===== src/rtl/tx_serialiser_pkg.sv =====
`default_nettype none
// ============================================================================
// Module   : tx_pkg
// Purpose  : Shared types and helpers for the photonic lane transmitter.
// Revision : 1.0 - initial release
// ============================================================================
package tx_pkg;

  // Serialiser FSM: waiting for a packet, or driving beats onto the lane.
  typedef enum logic [0:0] {
    TX_IDLE = 1'b0,
    TX_SEND = 1'b1
  } tx_state_t;

  // Integer ceiling division, used to size the beat count of a burst.
  function automatic int ceil_div(input int a, input int b);
    return (a + b - 1) / b;
  endfunction

endpackage
`default_nettype wire


===== src/rtl/tx_serialiser_fifo.sv =====
`default_nettype none
// ============================================================================
// Module   : tx_fifo
// Purpose  : Synchronous packet FIFO, power-of-two depth, with occupancy
//            level. Pushes while full and pops while empty are ignored.
// Revision : 1.0 - initial release
// ============================================================================
module tx_fifo #(
  parameter int WIDTH = 12,
  parameter int DEPTH = 4
) (
  input  logic                       clk,
  input  logic                       rst_n,
  input  logic                       push_i,
  input  logic                       pop_i,
  input  logic [WIDTH-1:0]           wdata_i,
  output logic [WIDTH-1:0]           rdata_o,
  output logic [$clog2(DEPTH):0]     level_o,
  output logic                       full_o,
  output logic                       empty_o
);

  localparam int PTR_W = $clog2(DEPTH);
  localparam int LVL_W = PTR_W + 1;

  logic [WIDTH-1:0] mem_q [DEPTH];
  logic [PTR_W-1:0] wr_ptr_q, wr_ptr_d;
  logic [PTR_W-1:0] rd_ptr_q, rd_ptr_d;
  logic [LVL_W-1:0] level_q, level_d;
  logic             do_push, do_pop;

  assign full_o  = (level_q == LVL_W'(DEPTH));
  assign empty_o = (level_q == '0);
  assign do_push = push_i && !full_o;
  assign do_pop  = pop_i && !empty_o;
  assign rdata_o = mem_q[rd_ptr_q];
  assign level_o = level_q;

  // Pointer and level next-state; pointers wrap naturally at DEPTH.
  always_comb begin
    wr_ptr_d = wr_ptr_q;
    rd_ptr_d = rd_ptr_q;
    level_d  = level_q;
    if (do_push) wr_ptr_d = wr_ptr_q + PTR_W'(1);
    if (do_pop)  rd_ptr_d = rd_ptr_q + PTR_W'(1);
    if (do_push && !do_pop)      level_d = level_q + LVL_W'(1);
    else if (!do_push && do_pop) level_d = level_q - LVL_W'(1);
  end

  // Storage array; contents need no reset since level gates all reads.
  always_ff @(posedge clk) begin
    if (do_push) mem_q[wr_ptr_q] <= wdata_i;
  end

  // Pointer and level registers; reset discards every stored packet.
  always_ff @(posedge clk or negedge rst_n) begin
    if (!rst_n) begin
      wr_ptr_q <= '0;
      rd_ptr_q <= '0;
      level_q  <= '0;
    end else begin
      wr_ptr_q <= wr_ptr_d;
      rd_ptr_q <= rd_ptr_d;
      level_q  <= level_d;
    end
  end

endmodule
`default_nettype wire


===== src/rtl/tx_serialiser.sv =====
`default_nettype none
// ============================================================================
// Module   : tx_serialiser
// Purpose  : Frames {dest_id, data, src_id} packets, buffers them, and
//            serialises each onto a LANE_W-bit optical lane as a burst of
//            beats, most-significant beat first, with sof/eof markers.
// Revision : 1.0 - initial release
// ============================================================================
module tx_serialiser
  import tx_pkg::*;
#(
  parameter int ID_W   = 2,
  parameter int DATA_W = 8,
  parameter int LANE_W = 4,
  parameter int DEPTH  = 4
) (
  input  logic                   clk,
  input  logic                   rst_n,
  input  logic                   in_valid_i,
  output logic                   in_ready_o,
  input  logic [ID_W-1:0]        dest_id_i,
  input  logic [DATA_W-1:0]      data_i,
  input  logic [ID_W-1:0]        src_id_i,
  output logic                   link_valid_o,
  input  logic                   link_ready_i,
  output logic [LANE_W-1:0]      link_data_o,
  output logic                   link_sof_o,
  output logic                   link_eof_o,
  output logic [$clog2(DEPTH):0] fifo_level_o
);

  localparam int PKT_W   = 2 * ID_W + DATA_W;
  localparam int BEATS   = ceil_div(PKT_W, LANE_W);
  localparam int SHIFT_W = BEATS * LANE_W;
  localparam int CNT_W   = (BEATS > 1) ? $clog2(BEATS) : 1;
  localparam logic [CNT_W-1:0] LAST_BEAT = CNT_W'(BEATS - 1);

  tx_state_t          state_q, state_d;
  logic [CNT_W-1:0]   beat_cnt_q, beat_cnt_d;
  logic [SHIFT_W-1:0] shreg_q, shreg_d;

  logic               fifo_push, fifo_pop, fifo_full, fifo_empty;
  logic [PKT_W-1:0]   fifo_rdata;

  // in_ready depends only on the registered level, never on link_ready.
  assign in_ready_o = !fifo_full;
  assign fifo_push  = in_valid_i && !fifo_full;

  tx_fifo #(
    .WIDTH (PKT_W),
    .DEPTH (DEPTH)
  ) u_fifo (
    .clk     (clk),
    .rst_n   (rst_n),
    .push_i  (fifo_push),
    .pop_i   (fifo_pop),
    .wdata_i ({dest_id_i, data_i, src_id_i}),
    .rdata_o (fifo_rdata),
    .level_o (fifo_level_o),
    .full_o  (fifo_full),
    .empty_o (fifo_empty)
  );

  // Next-state: load a packet when idle, advance a beat on each accepted
  // transfer, and chain straight into the next packet after the last beat.
  always_comb begin
    state_d    = state_q;
    beat_cnt_d = beat_cnt_q;
    shreg_d    = shreg_q;
    fifo_pop   = 1'b0;
    case (state_q)
      TX_IDLE: begin
        if (!fifo_empty) begin
          fifo_pop   = 1'b1;
          shreg_d    = SHIFT_W'(fifo_rdata);
          beat_cnt_d = '0;
          state_d    = TX_SEND;
        end
      end
      TX_SEND: begin
        if (link_ready_i) begin
          if (beat_cnt_q == LAST_BEAT) begin
            beat_cnt_d = '0;
            if (!fifo_empty) begin
              fifo_pop = 1'b1;
              shreg_d  = SHIFT_W'(fifo_rdata);
            end else begin
              state_d = TX_IDLE;
            end
          end else begin
            beat_cnt_d = beat_cnt_q + CNT_W'(1);
            shreg_d    = shreg_q << LANE_W;
          end
        end
      end
      default: state_d = TX_IDLE;
    endcase
  end

  // State, beat counter and shift register; reset abandons any burst.
  always_ff @(posedge clk or negedge rst_n) begin
    if (!rst_n) begin
      state_q    <= TX_IDLE;
      beat_cnt_q <= '0;
      shreg_q    <= '0;
    end else begin
      state_q    <= state_d;
      beat_cnt_q <= beat_cnt_d;
      shreg_q    <= shreg_d;
    end
  end

  // Lane outputs are decoded purely from registered state.
  assign link_valid_o = (state_q == TX_SEND);
  assign link_data_o  = shreg_q[SHIFT_W-1 -: LANE_W];
  assign link_sof_o   = link_valid_o && (beat_cnt_q == '0);
  assign link_eof_o   = link_valid_o && (beat_cnt_q == LAST_BEAT);

endmodule
`default_nettype wire


===== config.mk =====
export PLATFORM = sky130hd
export DESIGN_NAME = tx_serialiser
export DESIGN_NICKNAME = d
export VERILOG_FILES = /design/src/rtl/tx_serialiser_pkg.sv /design/src/rtl/tx_serialiser_fifo.sv /design/src/rtl/tx_serialiser.sv
export SDC_FILE = /design/constraint.sdc
export NUM_CORES = 1
export LEC_CHECK = 0
export BUFFER_PORTS_ARGS = -buffer_cell sky130_fd_sc_hd__clkbuf_2
export CAP_MARGIN = 20
export CORE_MARGIN = 2
export CORE_UTILIZATION = 55
export CTS_BUF_LIST = sky130_fd_sc_hd__clkbuf_16
export DETAILED_ROUTE_END_ITERATION = 8
export HOLD_SLACK_MARGIN = 0.08
export PLACE_DENSITY_LB_ADDON = 0.1
export SETUP_SLACK_MARGIN = 0.05
export SLEW_MARGIN = 15
export SYNTH_ARGS = -nofsm -noshare
export SYNTH_HDL_FRONTEND = slang
export SYNTH_SLANG_ARGS = --single-unit

===== constraint.sdc =====
create_clock -name clk -period 4.5 [get_ports clk]
set_input_delay 0.225 -clock clk [delete_from_list [all_inputs] [get_ports clk]]
set_output_delay 0.225 -clock clk [all_outputs]
set_load 0.02 [all_outputs]

# == Yosys cells after proc, flatten, opt, wreduce, memory -nomap -nowiden ==
# Memories as Yosys holds them, arrays and structs flattened.
# Cells that the tools add are included.
# word_totals
regBits,22
ramBits,48
inputBits,16
word_cells,51
memories,1
# mem_list
name,depth,width,read_ports,rd_clocked_by_memory_dff,write_ports,line,text
u_fifo.mem_q,4,12,1,0,1,tx_serialiser_fifo.sv:26,logic [WIDTH-1:0] mem_q [DEPTH];
# op_classes
add_sub_neg,5
eq_ne,4
muxes,19
bitwise,1
n_reduce_logical,15
# op_table
op,n
12-bit 2-to-1 mux,3
12-bit one-hot mux with 2 select lines,1
1-bit logical AND,7
1-bit 2-to-1 mux,7
2-bit by 1-bit adder with 2-bit output (second input constant),3
2-bit 2-to-1 mux,3
3-bit 2-to-1 mux,2
1-bit logical NOT,4
2-bit inequality test (second input constant),2
1-bit one-hot mux with 2 select lines,2
2-bit one-hot mux with 2 select lines,1
3-bit by 1-bit adder with 3-bit output (second input constant),1
3-bit == test (second input constant),1
3-bit logical NOT,1
3-bit by 1-bit subtractor with 3-bit output (second input constant),1
2-bit == test (second input constant),1
2-bit logical NOT,1
2-bit AND reduction,1
2-bit nonzero test,1
1-bit NOT,1

# == Logic depth before layout (Yosys ltp) ==
# depth
depth_word,9
mapped_depth,8

# == Cells and area by module ==
# Synthesis repeated with hierarchy kept, for this count alone.
# unflattened
cells_unflattened,184
area_unflattened_um2,2996.6
# modules_own_cells
mod,instances,cells_each,area_each_um2,seq_area_each_um2
tx_fifo,1,100,2172.1,1616.6
tx_serialiser,1,84,824.5,375.4

# == Least setup slack after synthesis ==
# No wires, ideal clock.
# synth_path
path_type,register to register
start,register u_fifo.level_q[2] (netlist: u_fifo.level_o[2])
end,register u_fifo.level_q[2] (netlist: u_fifo.level_o[2])
setup_ps,80
arrival_time_ps,1950
path_slack_ps,2469
stages_incl_launch_ff,9
path_buffers,0
synth_period_minus_slack_ps,2031
cell_sequence,dfrtp_1 -> nor3_2 -> a21o_1 -> ha_1 -> inv_1 -> fa_1 -> xor2_1 -> nor2_1 -> xor2_1
# synth_between
elab_chain_len,9
word_cells_on_any_way,20
# synth_rtl
element,line,text
from (decl),tx_serialiser_fifo.sv:29,"logic [LVL_W-1:0] level_q, level_d;"
from (signal assigned),tx_serialiser_fifo.sv:64,level_q <= level_d;
3-bit logical NOT,tx_serialiser_fifo.sv:33,assign empty_o = (level_q == '0);
1-bit 2-to-1 mux,"tx_serialiser.sv:73, tx_serialiser.sv:84",
1-bit 2-to-1 mux,tx_serialiser.sv:82,if (beat_cnt_q == LAST_BEAT) begin
1-bit 2-to-1 mux,tx_serialiser.sv:81,if (link_ready_i) begin
1-bit one-hot mux with 2 select lines,tx_serialiser.sv:71,case (state_q)
1-bit logical AND,tx_serialiser_fifo.sv:35,assign do_pop = pop_i && !empty_o;
1-bit logical NOT,tx_serialiser_fifo.sv:46,if (do_push && !do_pop) level_d = level_q + LVL_W'(1);
1-bit logical AND,tx_serialiser_fifo.sv:46,
3-bit 2-to-1 mux / 2-bit nonzero test (equally long branches),--,
# Parallel ways exist; a longest one is shown, timed or not. The select of a mux whose other input is x is not followed.
# A chain may end at the register's enable or synchronous reset.

# == Worst setup path in the final report ==
# Same ends and word-level chain as after synthesis.

==> flow_summary.json <==
{
  "design_area_um2": 3550,
  "r2r_end": "u_fifo.level_o[2]",
  "clk_latency_ns": 0.32,
  "ff2ff_setup_slack_ns": 1.99,
  "yosysUniqueCellTypes": 35,
  "grt_pass1_wl_um": 8820,
  "leakage_uw": 0.00133,
  "cts_setup_buffers": 0,
  "syn2layout_area_growth_pct": 10.4,
  "critPathCaptureType": "flop",
  "slew_viol_final": 0,
  "cts_resized": 0,
  "io_buffers": 26,
  "cts.sinks": 70,
  "cp_top_family": "simple AND/OR/NAND/NOR gates",
  "grt_pass1_vias": 1718,
  "reg2reg_from": "u_fifo.level_o[2]",
  "vias_per_cell": 5.77,
  "place_area_um2": 3240,
  "fin_crit_sh_pct": 55.7,
  "cts_max_level": 3,
  "synth_fp_nets": 219,
  "seq_area_frac_synth_pct": 62.0,
  "final_hold_viol_count": 0,
  "setup_violations": 0,
  "synth.yosys.warnings": 0,
  "relSlewSlack_pct": 29.3,
  "gp_congestion": 0.818,
  "start_util_pct": 57.6,
  "wl_um": 5350,
  "worstPathArrival_ns": 2.75,
  "cts_buffers": 9,
  "status": "finished clean",
  "worstSetupPathType": "reg -> reg",
  "hp-class": "in -> reg",
  "tns_ns": 0,
  "vias": 1697,
  "min-delay-start": "data_i[3]",
  "cp.required_ns": 4.74,
  "critPathLaunchType": "flop",
  "grtUsageTotal_pct": 19.2,
  "power.density_nw_per_um2": 672,
  "grt_overflow_total": 0,
  "tightest_slew_ns": 1.06,
  "postRouteAntennaNets": 0,
  "root_buffer": "clkbuf_16",
  "n_antenna_cell": 0,
  "dieArea_um2": 6470,
  "hold_path_end": "u_fifo.mem_q[1][5]",
  "die_y_um": 80.4,
  "crit_chain": "nor3_2 > a21o_1 > ha_1 > inv_1 > fa_1 > xor2_1 > nor2_1 > xor2_1",
  "whs_path_depth": 1,
  "clkTransAtPathRegs_ns": 0.06,
  "syn_area_per_cell_um2": 16.3,
  "finalPower_uw": 2380,
  "maxCapViolCount": 0,
  "max_freq_mhz": 399,
  "rows": 27,
  "cts_tree": "built",
  "drc_errors": 0,
  "rsz0062_at_grt": "no",
  "cpMostUsedCell": "xor2_1",
  "drive_gt1_share_pct": 24.8,
  "wl_per_cell_um": 18.2,
  "first_pass_iters": 4,
  "crit_start": "u_fifo.level_o[2]",
  "slowest_stage": "nor3_2",
  "die_w_um": 80.4,
  "core_area_um2": 5570,
  "ir_drop_v": 0.000343,
  "worstPathMaxFanout": 14,
  "pin_count": 27,
  "clock_path_buffers": 2,
  "fin_nets": 239,
  "min_period_ns": 2.51,
  "max_stage_delay_ns": 0.70,
  "drt_iter0_markers": 71,
  "fin_worst_skew_ns": 0.00709,
  "synth-seq-cells": 70,
  "antenna_found_initial": 0,
  "r2r_cells": 8,
  "grt_max_degree": 37,
  "syn_area_um2": 3210,
  "dp_hpwl_um": 3410,
  "cp_num_buf_inv": 1,
  "synth_cells": 197
}
## stage by stage
step	setup slack, ns	utilization, %	hold WS (ns)	instances
floorplan	2.47	-	-0.0706	197
global placement	2.17	58.2	0.231	277
detailed placement	2.05	58.2	0.245	277
CTS	1.99	63.7	0.108	294
global route	1.83	63.7	0.122	294
finish	1.99	63.7	0.117	294
## area by class of cell
cell class | count | area [µm²]
Clock buffer | 10 | 250
Clock inverter | 6 | 43.8
Fill cell | 405 | 2030
Inverter | 4 | 15.0
Multi-Input combinational cell | 105 | 1020
Sequential cell | 70 | 1990
Tap cell | 72 | 90.1
Timing Repair Buffer | 27 | 140
## what timing repair did
item	in CTS	in global routing
hold buffers	1	0
hold endpoints to repair	22	0
setup endpoints to repair	0	0
## cell usage in the layout, fill, tap and decap left out, types with 2 or more instances in the layout
master,Yosys,layout
inv_1,4,4
mux2i_1,4,4
ha_1,5,5
xnor2_1,3,3
edfxtp_1,48,48
nor2b_1,3,3
xor2_1,3,3
clkinv_2,0,2
nand2b_1,5,5
and2_1,5,5
o22ai_1,8,8
dfrtp_1,22,22
mux4_2,4,4
nor2_1,6,6
clkbuf_2,0,26
a211oi_1,29,29
mux4_1,8,8
clkbuf_16,0,10
clkinv_4,0,2
or2b_2,4,4
mux2_2,2,2
nor3_1,4,4
## where the power goes
group	switching, µW	total [µW]	internal [µW]	leakage, µW
combinational	356	669	312	0.000480
sequential	160	1040	883	0.000704
clock	264	672	408	0.000144
total	781	2380	1600	0.00133
## routing by layer
metal  global-route usage (%)  share of wire (%)  up-vias
met3                     4.83                3.2        6
li1                         -                  -      814
met1                     25.4                 45      846
met5                        0                  0        -
met4                     9.32                1.4        0
met2                     29.9                 50       31
## logic make-up after synthesis
family | after synthesis | synth area share, %
compound gates | 43 | 10.0
xor+xnor | 6 | 1.64
fa+ha+maj | 6 | 2.57
buf+inv | 22 | 6.35
flops | 70 | 62.0
mux | 18 | 11.3
simple gates | 32 | 6.15
## sequential cells by signal, indices dropped and copies added (netlist names)
signal and flops:
u_fifo.mem_q 48, link_valid_o 1, beat_cnt_q 2, u_fifo.level_o 3, u_fifo.wr_ptr_q 2, shreg_q 12, u_fifo.rd_ptr_q 2
## synthesized netlist by cell type
cell      instances  area (µm²)
buf_4             5        37.5
fa_1              1        20.0
a211o_1           1        8.76
o21bai_1          1        7.51
mux2i_1           4        40.0
a21o_1            1        7.51
xor2_1            3        26.3
nor3_1            4        20.0
xnor2_1           3        26.3
a21boi_2          1        11.3
o22ai_1           8        50.1
and2_1            5        31.3
buf_6             3        33.8
nor2_1            6        22.5
buf_2             3        15.0
nand2b_1          5        31.3
nand3b_2          1        11.3
mux4_1            8         210
a211oi_1         29         218
buf_12            1        20.0
ha_1              5        62.6
inv_1             4        15.0
or3_1             1        6.26
nor2b_1           3        18.8
a32o_1            1        10.0
nor3_2            1        10.0
clkbuf_8          6        82.6
a22o_1            1        8.76
and2b_1           1        7.51
dfrtp_1          22         551
edfxtp_1         48        1440
or2b_2            4        35.0
nand2_1           1        3.75
mux2_2            2        22.5
mux4_2            4        90.1
## worst max-delay path by stage
stage,end,depth (start not counted)
2_1_floorplan,u_fifo.level_o[2],8
3_3_place_gp,u_fifo.level_o[2],8
3_5_place_dp,u_fifo.level_o[2],8
4_1_cts,u_fifo.level_o[2],8
5_1_grt,u_fifo.level_o[2],8
6_report,u_fifo.level_o[2],8
## worst reg2reg max path, delay by kind of cell (launching register included)
kind                     cells  cell delay, ns
AND/OR/NAND/NOR              2            0.83
adder cells (fa/ha/maj)      2            0.56
flip-flops                   1            0.45
XOR/XNOR                     2            0.32
AO/OA/AOI/OAI                1            0.19
buffers and inverters        1            0.07
(Power assumes the default switching activity.)
